### config.mk
export PLATFORM = sky130hd
export DESIGN_NAME = spm_bus_if_flat
export DESIGN_NICKNAME = d
export VERILOG_FILES = /design/src/rtl/spm_bus_if_if.sv /design/src/rtl/spm_bus_if.sv /design/src/flat_wrapper.sv
export SDC_FILE = /design/constraint.sdc
export NUM_CORES = 1
export LEC_CHECK = 0
export ABC_AREA = 1
export CORE_AREA = 2 2 112 114
export CTS_CLUSTER_SIZE = 30
export DETAILED_ROUTE_END_ITERATION = 8
export DIE_AREA = 0 0 114 116
export GPL_ROUTABILITY_DRIVEN = 0
export PLACE_DENSITY = 0.86
export SYNTH_ARGS = -nofsm -noshare
export SYNTH_HDL_FRONTEND = slang
export SYNTH_SLANG_ARGS = --single-unit
### constraint.sdc
create_clock -name clk -period 2 [get_ports clk]
set_clock_uncertainty 0.15 [all_clocks]
set_input_delay 0.6 -clock clk [delete_from_list [all_inputs] [get_ports clk]]
set_output_delay 0.6 -clock clk [all_outputs]
set_load 0.005 [all_outputs]
### src/rtl/spm_bus_if_if.sv
// Shared-bus handshake bundle between a stage front end and the bus arbiter.
// All strobes are active-low; the master owns request/address/data-out.
interface spm_bus_if_if #(
    parameter int WORD_W = 32,
    parameter int ADDR_W = 30
);
    logic              bus_req_;
    logic              bus_grnt_;
    logic [ADDR_W-1:0] bus_addr;
    logic              bus_as_;
    logic              bus_rw;
    logic [WORD_W-1:0] bus_wr_data;
    logic [WORD_W-1:0] bus_rd_data;
    logic              bus_rdy_;

    modport master (
        output bus_req_,
        output bus_addr,
        output bus_as_,
        output bus_rw,
        output bus_wr_data,
        input  bus_grnt_,
        input  bus_rd_data,
        input  bus_rdy_
    );

    modport slave (
        input  bus_req_,
        input  bus_addr,
        input  bus_as_,
        input  bus_rw,
        input  bus_wr_data,
        output bus_grnt_,
        output bus_rd_data,
        output bus_rdy_
    );
endinterface

### src/rtl/spm_bus_if.sv
// Stage memory front end: zero-wait scratchpad hits, shared-bus misses
// with request/grant/ready handshake, busy stall and read-data buffering.
module spm_bus_if #(
    parameter int           WORD_W     = 32,
    parameter int           ADDR_W     = 30,
    parameter int           SPM_ADDR_W = 12,
    parameter logic [2:0]   SPM_SEL    = 3'b011
) (
    input  logic                  clk,
    input  logic                  reset_,
    input  logic                  stall,
    input  logic                  flush,
    input  logic [ADDR_W-1:0]     addr,
    input  logic                  as_,
    input  logic                  rw,
    input  logic [WORD_W-1:0]     wr_data,
    output logic [WORD_W-1:0]     rd_data,
    output logic                  busy,
    output logic [SPM_ADDR_W-1:0] spm_addr,
    output logic                  spm_as_,
    output logic                  spm_rw,
    output logic [WORD_W-1:0]     spm_wr_data,
    input  logic [WORD_W-1:0]     spm_rd_data,
    spm_bus_if_if.master          bus
);

    typedef enum logic [1:0] {
        S_IDLE,
        S_REQ,
        S_ACCESS,
        S_STALL
    } state_t;

    state_t              state_q;
    logic                req_q;
    logic                as_q;
    logic                rw_q;
    logic [ADDR_W-1:0]   addr_q;
    logic [WORD_W-1:0]   wd_q;
    logic [WORD_W-1:0]   rd_buf;

    logic hit;
    logic access;
    logic idle;
    logic rdy;

    assign hit    = (addr[ADDR_W-1 -: 3] == SPM_SEL);
    assign access = !as_ && !flush;
    assign idle   = (state_q == S_IDLE);
    assign rdy    = !bus.bus_rdy_;

    assign spm_addr    = addr[SPM_ADDR_W-1:0];
    assign spm_rw      = rw;
    assign spm_wr_data = wr_data;
    assign spm_as_     = !(idle && access && hit);

    assign bus.bus_req_    = req_q;
    assign bus.bus_as_     = as_q;
    assign bus.bus_rw      = rw_q;
    assign bus.bus_addr    = addr_q;
    assign bus.bus_wr_data = wd_q;

    assign busy = (state_q == S_REQ)
               || (state_q == S_ACCESS && !rdy);

    // Completing bus read bypasses rd_buf so the stage sees it unstalled.
    always_comb begin
        rd_data = rd_buf;
        if (idle && hit) begin
            rd_data = spm_rd_data;
        end else if (state_q == S_ACCESS && rdy) begin
            rd_data = bus.bus_rd_data;
        end
    end

    always_ff @(posedge clk) begin
        if (!reset_) begin
            state_q <= S_IDLE;
            req_q   <= 1'b1;
            as_q    <= 1'b1;
            rw_q    <= 1'b1;
            addr_q  <= '0;
            wd_q    <= '0;
            rd_buf  <= '0;
        end else begin
            unique case (state_q)
                S_IDLE: begin
                    if (access && !hit) begin
                        req_q   <= 1'b0;
                        addr_q  <= addr;
                        rw_q    <= rw;
                        wd_q    <= wr_data;
                        state_q <= S_REQ;
                    end
                end
                S_REQ: begin
                    if (!bus.bus_grnt_) begin
                        as_q    <= 1'b0;
                        state_q <= S_ACCESS;
                    end
                end
                S_ACCESS: begin
                    // Strobe is a single-cycle pulse.
                    as_q <= 1'b1;
                    if (rdy) begin
                        rd_buf  <= bus.bus_rd_data;
                        req_q   <= 1'b1;
                        state_q <= stall ? S_STALL : S_IDLE;
                    end
                end
                S_STALL: begin
                    if (!stall) begin
                        state_q <= S_IDLE;
                    end
                end
                default: state_q <= S_IDLE;
            endcase
        end
    end

endmodule

### src/flat_wrapper.sv
// flat-port wrapper written by rule: the top's interface ports become plain ports
module spm_bus_if_flat 
#(
    parameter int           WORD_W     = 32,
    parameter int           ADDR_W     = 30,
    parameter int           SPM_ADDR_W = 12,
    parameter logic [2:0]   SPM_SEL    = 3'b011
)
  (clk, reset_, stall, flush, addr, as_, rw, wr_data, rd_data, busy, spm_addr, spm_as_, spm_rw, spm_wr_data, spm_rd_data, bus_bus_req_, bus_bus_addr, bus_bus_as_, bus_bus_rw, bus_bus_wr_data, bus_bus_grnt_, bus_bus_rd_data, bus_bus_rdy_);
  spm_bus_if_if #(.WORD_W(WORD_W), .ADDR_W(ADDR_W)) bus_i ();
  input  logic clk;
  input  logic reset_;
  input  logic stall;
  input  logic flush;
  input  logic [ADDR_W-1:0] addr;
  input  logic as_;
  input  logic rw;
  input  logic [WORD_W-1:0] wr_data;
  output logic [WORD_W-1:0] rd_data;
  output logic busy;
  output logic [SPM_ADDR_W-1:0] spm_addr;
  output logic spm_as_;
  output logic spm_rw;
  output logic [WORD_W-1:0] spm_wr_data;
  input  logic [WORD_W-1:0] spm_rd_data;
  output wire logic [$bits(bus_i.bus_req_)-1:0] bus_bus_req_;
  output wire logic [$bits(bus_i.bus_addr)-1:0] bus_bus_addr;
  output wire logic [$bits(bus_i.bus_as_)-1:0] bus_bus_as_;
  output wire logic [$bits(bus_i.bus_rw)-1:0] bus_bus_rw;
  output wire logic [$bits(bus_i.bus_wr_data)-1:0] bus_bus_wr_data;
  input wire logic [$bits(bus_i.bus_grnt_)-1:0] bus_bus_grnt_;
  input wire logic [$bits(bus_i.bus_rd_data)-1:0] bus_bus_rd_data;
  input wire logic [$bits(bus_i.bus_rdy_)-1:0] bus_bus_rdy_;
  assign bus_bus_req_ = bus_i.bus_req_;
  assign bus_bus_addr = bus_i.bus_addr;
  assign bus_bus_as_ = bus_i.bus_as_;
  assign bus_bus_rw = bus_i.bus_rw;
  assign bus_bus_wr_data = bus_i.bus_wr_data;
  assign bus_i.bus_grnt_ = bus_bus_grnt_;
  assign bus_i.bus_rd_data = bus_bus_rd_data;
  assign bus_i.bus_rdy_ = bus_bus_rdy_;
  spm_bus_if #(.WORD_W(WORD_W), .ADDR_W(ADDR_W), .SPM_ADDR_W(SPM_ADDR_W), .SPM_SEL(SPM_SEL)) u_core (.clk(clk), .reset_(reset_), .stall(stall), .flush(flush), .addr(addr), .as_(as_), .rw(rw), .wr_data(wr_data), .rd_data(rd_data), .busy(busy), .spm_addr(spm_addr), .spm_as_(spm_as_), .spm_rw(spm_rw), .spm_wr_data(spm_wr_data), .spm_rd_data(spm_rd_data), .bus(bus_i));
endmodule
==> results.tsv, run 1 <==
stage	metric	value	unit
setup_path	r2r_start	u_core.state_q[1]$_SDFFE_PN0P_	
drt	first_iter_violations	265	
global_route	grt_max_degree	49	
clock_tree	cts_buffers	9	
timing	rsz0062_at_grt	true	
job	cap_violations	0	
drt	drc	0	
die	ioPinCount	278	
yosys	seq_area_frac_synth	45.5	%
global_route	grt_antenna_before_repair	0	
yosys	synth_area	4350	um2
yosys	synth_flop_cell	dfxtp_1	
setup_path	rr_worst_depth	7	
timing	final_max_slew_viol_count	0	
layout	antenna_cells	0	
die	dieArea	13200	um2
timing	max_freq	0.423	GHz
drt	dr.pass1.iters	4	
yosys	yosysTopAreaCellShare	45.5	%
yosys	synth_top_cell_by_area	dfxtp_1	
clock_tree	tritoncts	done	
timing	setup_viol	34	
yosys	synthArstFlopShare	0	%
clock_tree	cts_sinks	99	
timing	min_period_over_period	118	%
drt	wl	16200	um
die	die_h	116	um
yosys	ys_warn_count	0	
yosys	syn_nets	739	
drt	ant_nets	0	
die	die_x	114	um
layout	final_layout_size_suffix_gt1_share	31.6	%
layout	areaGrowthSynthToFinish	89.3	%
global_route	first_global_vias	4939	
place	dp_hpwl	10500	um
timing	slew_headroom	80.9	%
hold_path	hp-class	reg2reg	
yosys	synth-edff-count	0	
die	start_util	36.6	%
setup_path	critPathCaptureType	output port	
drt	vias	5014	
setup_path	r2r_slack	0.37	ns
power_and_ir_drop	total_power	7.90	mW
layout	fin_nets	1040	
run_status	status	finished with violations	
clock_tree	clkSlewWorstSetupHoldPaths	0.08	ns
yosys	yosysMostFrequentCell	nand2_1	
timing	hold_viol	0	
setup_path	path_class	reg2out	
power_and_ir_drop	power.leakage	3.55	nW
hold_path	hp-start	u_core.bus.bus_wr_data[16]$_SDFFE_PN0P_	
yosys	avgSynthCellArea	7.20	um2
power_and_ir_drop	ir_drop	0.541	mV
hold_path	hold_path_end	u_core.bus.bus_wr_data[16]$_SDFFE_PN0P_	
yosys	yosysUniqueCellTypes	16	
timing	fin_ws	-0.365	ns
power_and_ir_drop	power.density	958	nW/um2
die	coreArea	11900	um2
yosys	synth_seq_cells	99	
setup_path	crit_path_start_kind	flip-flop	
timing	hold_ws	0.310	ns
run_status	violations	setup timing	
yosys	synthCells	605	
clock_tree	hold_buffers	0	
drt	routedWlPerCell	15.3	um
hold_path	holdPathStages	2	
die	rows	40	
clock_tree	insertion_delay	0.33	ns
global_route	gr-usage-all-layers	22.4	%
setup_path	worst-path-max-fanout	7	
clock_tree	clk_root_buffer_cell	clkbuf_16	
clock_tree	clk_path_buf_depth	2	
place	port_buffers	277	
clock_tree	htree_levels	3	
drt	routed_via_density	4.74	
yosys	synthTopCellsByArea	dfxtp_1, nand2_1, buf_4	
timing	worstMarginPinSlew	0.287	ns
setup_path	r2r_end	u_core.bus.bus_addr[5]$_SDFFE_PN0P_	
global_route	grt_pass1_wl	23200	um
yosys	synth_commonest_cells	nand2_1, dfxtp_1, a21oi_1	
global_route	grt-ovfl-total	0	
setup_path	required	1.25	ns
timing	final.min_clock_period	2.36	ns
setup_path	arrival	1.61	ns
[worst max-delay path by stage]
| stage | from | end | depth (start not counted) |
|---|---|---|---|
| after floorplan | addr[29] | rd_data[10] | 5 |
| after global placement | addr[29] | rd_data[19] | 8 |
| after detailed placement | addr[28] | rd_data[15] | 7 |
| after CTS | u_core.state_q[0]$_SDFFE_PN0P_ | rd_data[0] | 8 |
| after global routing | u_core.state_q[0]$_SDFFE_PN0P_ | rd_data[22] | 9 |
| final | u_core.state_q[0]$_SDFFE_PN0P_ | rd_data[22] | 9 |
[worst max-delay path, cell delays in order, from the launching register on]
cell and delay, ns:
dfxtp_4 0.37, inv_4 0.07, nand2_4 0.06, inv_8 0.08, nand2_8 0.09, buf_12 0.16
nand2_1 0.07, o21ai_1 0.11, o21ai_2 0.15, buf_2 0.12
[cells in the final DEF (no fill, tap or decap), types with 29 or more instances in the layout]
cell             count
nand2_1            168
clkdlybuf4s50_1    160
dfxtp_1             97
buf_4               70
a21oi_1             63
buf_2               47
nor2_1              39
inv_1               34
o21ai_2             34
dlygate4sd2_1       30
clkdlybuf4s15_2     29
[cell type report]
type	count	area (um2)
clock buffers	10	239
clock inverters	6	72.6
fillers	932	3670
inverters	42	173
multi-input cells	383	2040
flip-flops and latches	99	1990
well taps	147	184
repair buffers	371	3540
[per-stage QoR]
| stage | cell area [um2] | setup WS (ns) | std cells | TNS (ns) | util (%) |
|---|---|---|---|---|---|
| finish | 8240 | -0.365 | 1058 | -10.03 | 69.2 |
| CTS | 8100 | -0.514 | 1053 | -16.12 | 68.0 |
| global placement | 7370 | -1.05 | 1015 | -69.50 | 61.8 |
| detailed placement | 7370 | -1.14 | 1015 | -72.01 | 61.8 |
| floorplan | 4390 | 0.000539 | 605 | 0 | - |
| global route | 8240 | -0.430 | 1058 | -12.72 | 69.2 |
[timing repair]
action | 4_1_cts | 5_1_grt
setup buffers | 13 | 9
setup endpoints to repair | 82 | 49
gates cloned | 9 | 5
gates resized for setup | 326 | 134
pin swaps | 6 | 32
[cell families (layout without fill, tap and decap cells)]
family | Yosys count | in the layout | synth area share [%]
and+or+nand+nor | 254 | 255 | 22.3
AOI/OAI and AO/OA | 128 | 128 | 15.4
DFF | 99 | 99 | 45.5
buffers and inverters | 124 | 429 | 16.8
[layer usage]
metal  vias up  wire length (um)  global-route usage (%)
li1       2468                 -                       -
met1      2307              6080                    23.2
met2       211              8690                    43.5
met3        28              1040                    5.02
met4         0               422                    9.02
met5         -                 0                       0
[state kept, by name, indices dropped and copies added (netlist names)]
signal and cells:
u_core.bus.bus_wr_data 32, u_core.rd_buf 32, u_core.bus.bus_as_ 1, u_core.bus.bus_addr 30, u_core.bus.bus_rw 1, u_core.state_q 2
u_core.bus.bus_req_ 1
[power breakdown]
part | switching, mW | total [mW] | leakage (nW) | internal, mW
Clock | 0.791 | 1.81 | 0.143 | 1.02
Sequential | 0.142 | 2.41 | 0.807 | 2.27
Combinational | 1.74 | 3.68 | 2.60 | 1.94
Total | 2.68 | 7.90 | 3.55 | 5.22
(Power assumes the default switching activity.)
==> inputs of run 2 (changes only) <==
--- a/config.mk
+++ b/config.mk
@@ -6,12 +6,13 @@
 export NUM_CORES = 1
 export LEC_CHECK = 0
 export ABC_AREA = 1
-export CORE_AREA = 2 2 112 114
+export CORE_AREA = 2 2 108 110
 export CTS_CLUSTER_SIZE = 30
 export DETAILED_ROUTE_END_ITERATION = 8
-export DIE_AREA = 0 0 114 116
+export DIE_AREA = 0 0 110 112
+export DONT_BUFFER_PORTS = 1
 export GPL_ROUTABILITY_DRIVEN = 0
-export PLACE_DENSITY = 0.86
+export PLACE_DENSITY = 0.59
 export SYNTH_ARGS = -nofsm -noshare
 export SYNTH_HDL_FRONTEND = slang
 export SYNTH_SLANG_ARGS = --single-unit
==> run 2 against run 1 <==
The run still ends with setup timing left; sequential power about the same; flip-flop and latch count unchanged; non-clock buffer count down 307; clock power up 5%; largest cell class is now multi-input gates; largest power group unchanged.
==> results.tsv, run 2 (synthesis gave the netlist of run 1 again) <==
stage	metric	value	unit
power_and_ir_drop	p_int	4.69	mW
layout	areaGrowthSynthToFinish	24.7	%
die	rows	39	
clock_tree	cts_buffers	9	
timing	hold_viol	0	
die	ioPinCount	278	
layout	mostFrequentLayoutCell	nand2_1	
layout	final_cell_mix	nand2_1, dfxtp_1, a21oi_1	
drt	ant_nets	0	
setup_path	arrival	1.51	ns
layout	antenna_cells	0	
global_route	grt_max_degree	65	
setup_path	r2r_start	u_core.state_q[0]$_SDFFE_PN0P_	
timing	hold_ws	0.178	ns
drt	wl	11500	um
timing	rsz0062_at_grt	true	
hold_path	hold_path_end	u_core.bus.bus_as_$_SDFFE_PN1P_	
layout	final_area	5430	um2
drt	drc	0	
timing	min_period_over_period	113	%
hold_path	hp-class	in2reg	
timing	fin_ws	-0.260	ns
die	dieArea	12300	um2
drt	routedWlPerCell	15.4	um
die	coreArea	11200	um2
hold_path	hp-start	reset_	
power_and_ir_drop	power.leakage	2.18	nW
setup_path	crit_buf_inv	3	
setup_path	cp_top_family	flip-flops	
timing	worstMarginPinSlew	0.395	ns
setup_path	crit_top_cell	nand2_4	
timing	final_max_slew_viol_count	0	
timing	setup_tns	-6.97	ns
timing	setup_viol	34	
power_and_ir_drop	swShare	33.7	%
setup_path	r2r_end	u_core.bus.bus_addr[19]$_SDFFE_PN0P_	
setup_path	critical_path.startpoint	u_core.state_q[0]$_SDFFE_PN0P_	
clock_tree	clkSlewWorstSetupHoldPaths	0.07	ns
drt	vias	3772	
global_route	grt_antenna_before_repair	0	
run_status	status	finished with violations	
run_status	violations	setup timing	
layout	fin_nets	733	
global_route	grt_pass1_wl	15300	um
clock_tree	tritoncts	done	
setup_path	path_class	reg2out	
setup_path	critPathCaptureType	output port	
clock_tree	cts_sinks	99	
place	port_buffers	0	
timing	max_freq	0.443	GHz
die	die_x	110	um
drt	dr.pass1.iters	4	
power_and_ir_drop	power_switching	2.39	mW
setup_path	required	1.25	ns
die	die_h	112	um
hold_path	holdPathStages	1	
timing	slew_headroom	73.7	%
drt	routed_via_density	5.05	
die	start_util	39.0	%
clock_tree	insertion_delay	0.33	ns
job	cap_violations	0	
place	placed_cell_area	4310	um2
drt	first_iter_violations	154	
power_and_ir_drop	power_frac_clock	26.9	%
power_and_ir_drop	power.density	1300	nW/um2
setup_path	crit_chain	inv_4 > nand2_4 > inv_8 > nand2_8 > clkbuf_16 > nand2_4 > o21ai_4 > o21ai_2	
global_route	grt-ovfl-total	0	
clock_tree	htree_levels	3	
power_and_ir_drop	p_seq_share	34.5	%
clock_tree	clk_root_buffer_cell	clkbuf_16	
setup_path	r2r_slack	0.36	ns
setup_path	worst-path-max-fanout	7	
timing	final.min_clock_period	2.26	ns
setup_path	rr_worst_depth	8	
power_and_ir_drop	ir_drop	0.620	mV
clock_tree	clk_path_buf_depth	2	
global_route	gr-usage-all-layers	15.8	%
global_route	first_global_vias	3339	
clock_tree	hold_buffers	0	
setup_path	cp_slowest_cell	dfxtp_4	
place	dp_hpwl	7380	um
setup_path	crit_path_start_kind	flip-flop	
setup_path	cpPeakStageDelay	0.37	ns
power_and_ir_drop	p_comb_share	38.6	%
layout	final_layout_size_suffix_gt1_share	30.6	%
==> run 2: cell count changes in the layout (fill, tap and decap cells not counted), moves of 18 or more <==
cell / before / now
clkdlybuf4s50_1: 160 / 0
buf_2: 47 / 0
dlygate4sd2_1: 30 / 0
clkdlybuf4s15_2: 29 / 0
buf_4: 70 / 43
o21ai_2: 34 / 57
o21ai_1: 22 / 4
==> run 2: power groups by stage <==
| stage | logic [mW] | clock network, mW | registers [mW] |
|---|---|---|---|
| 6_report | 2.73 | 1.90 | 2.44 |
| 5_1_grt | 3.00 | 2.03 | 2.48 |
| 4_1_cts | 2.09 | 1.96 | 2.42 |
| 3_5_place_dp | 1.80 | 0 | 2.46 |
| 3_3_place_gp | 1.76 | 0 | 2.45 |
| 2_1_floorplan | 1.36 | 0 | 2.43 |
==> run 2: worst reg2reg max path, delay by kind of cell, from the launching register on <==
kind	cells	cell delay [ns]
AND/OR/NAND/NOR	3	0.39
AO/OA/AOI/OAI	1	0.14
buffers and inverters	4	0.54
flip-flops	1	0.37
==> run 2: layout make-up <==
cell class                 instances  area (um2)
timing repair buffer              64         724
inverter                          42         168
clock buffer                       9         225
fill                            1057        5750
tap                              143         179
multi-input combinational        383        2040
clock inverter                     7         104
sequential                        99        1990
==> run 2: repair_timing <==
| action | CTS | global route |
|---|---|---|
| setup buffers | 5 | 15 |
| gates resized for setup | 46 | 77 |
| endpoints found under the hold margin | 0 | 0 |
| endpoints found under the setup margin | 33 | 34 |
| cloned | 1 | 9 |
| pin swaps | 5 | 15 |
==> run 2: how the worst max path moves through the flow <==
stage | cells after the start | to | slack (ns)
floorplan | 5 | rd_data[10] | 0.0005
global placement | 6 | rd_data[9] | -0.13
detailed placement | 6 | rd_data[9] | -0.13
CTS | 8 | rd_data[1] | -0.23
global route | 8 | rd_data[6] | -0.34
finish | 8 | rd_data[6] | -0.26
==> run 2: through the flow <==
stage	utilization [%]	power, mW	cells	setup slack (ns)
3_5_place_dp	38.6	4.26	702	-0.135
3_3_place_gp	38.6	4.21	702	-0.130
4_1_cts	43.5	6.47	724	-0.232
2_1_floorplan	-	3.78	605	0.000539
5_1_grt	48.6	7.51	747	-0.339
6_report	48.6	7.08	747	-0.260
==> run 2: routing by layer <==
layer	vias to the layer above	global-route usage (%)	wire length, um
met5	-	0	0
met4	0	4.81	159
met3	12	6.79	1180
met2	192	28.0	5990
met1	1717	16.6	4150
li1	1851	-	-
==> inputs of run 3 (changes only) <==
--- a/config.mk
+++ b/config.mk
@@ -11,7 +11,6 @@
 export DETAILED_ROUTE_END_ITERATION = 8
 export DIE_AREA = 0 0 110 112
 export DONT_BUFFER_PORTS = 1
-export GPL_ROUTABILITY_DRIVEN = 0
 export PLACE_DENSITY = 0.59
 export SYNTH_ARGS = -nofsm -noshare
 export SYNTH_HDL_FRONTEND = slang
==> results of run 3 <==
No change in the layout: final DEF, timing and power equal those of run 2.
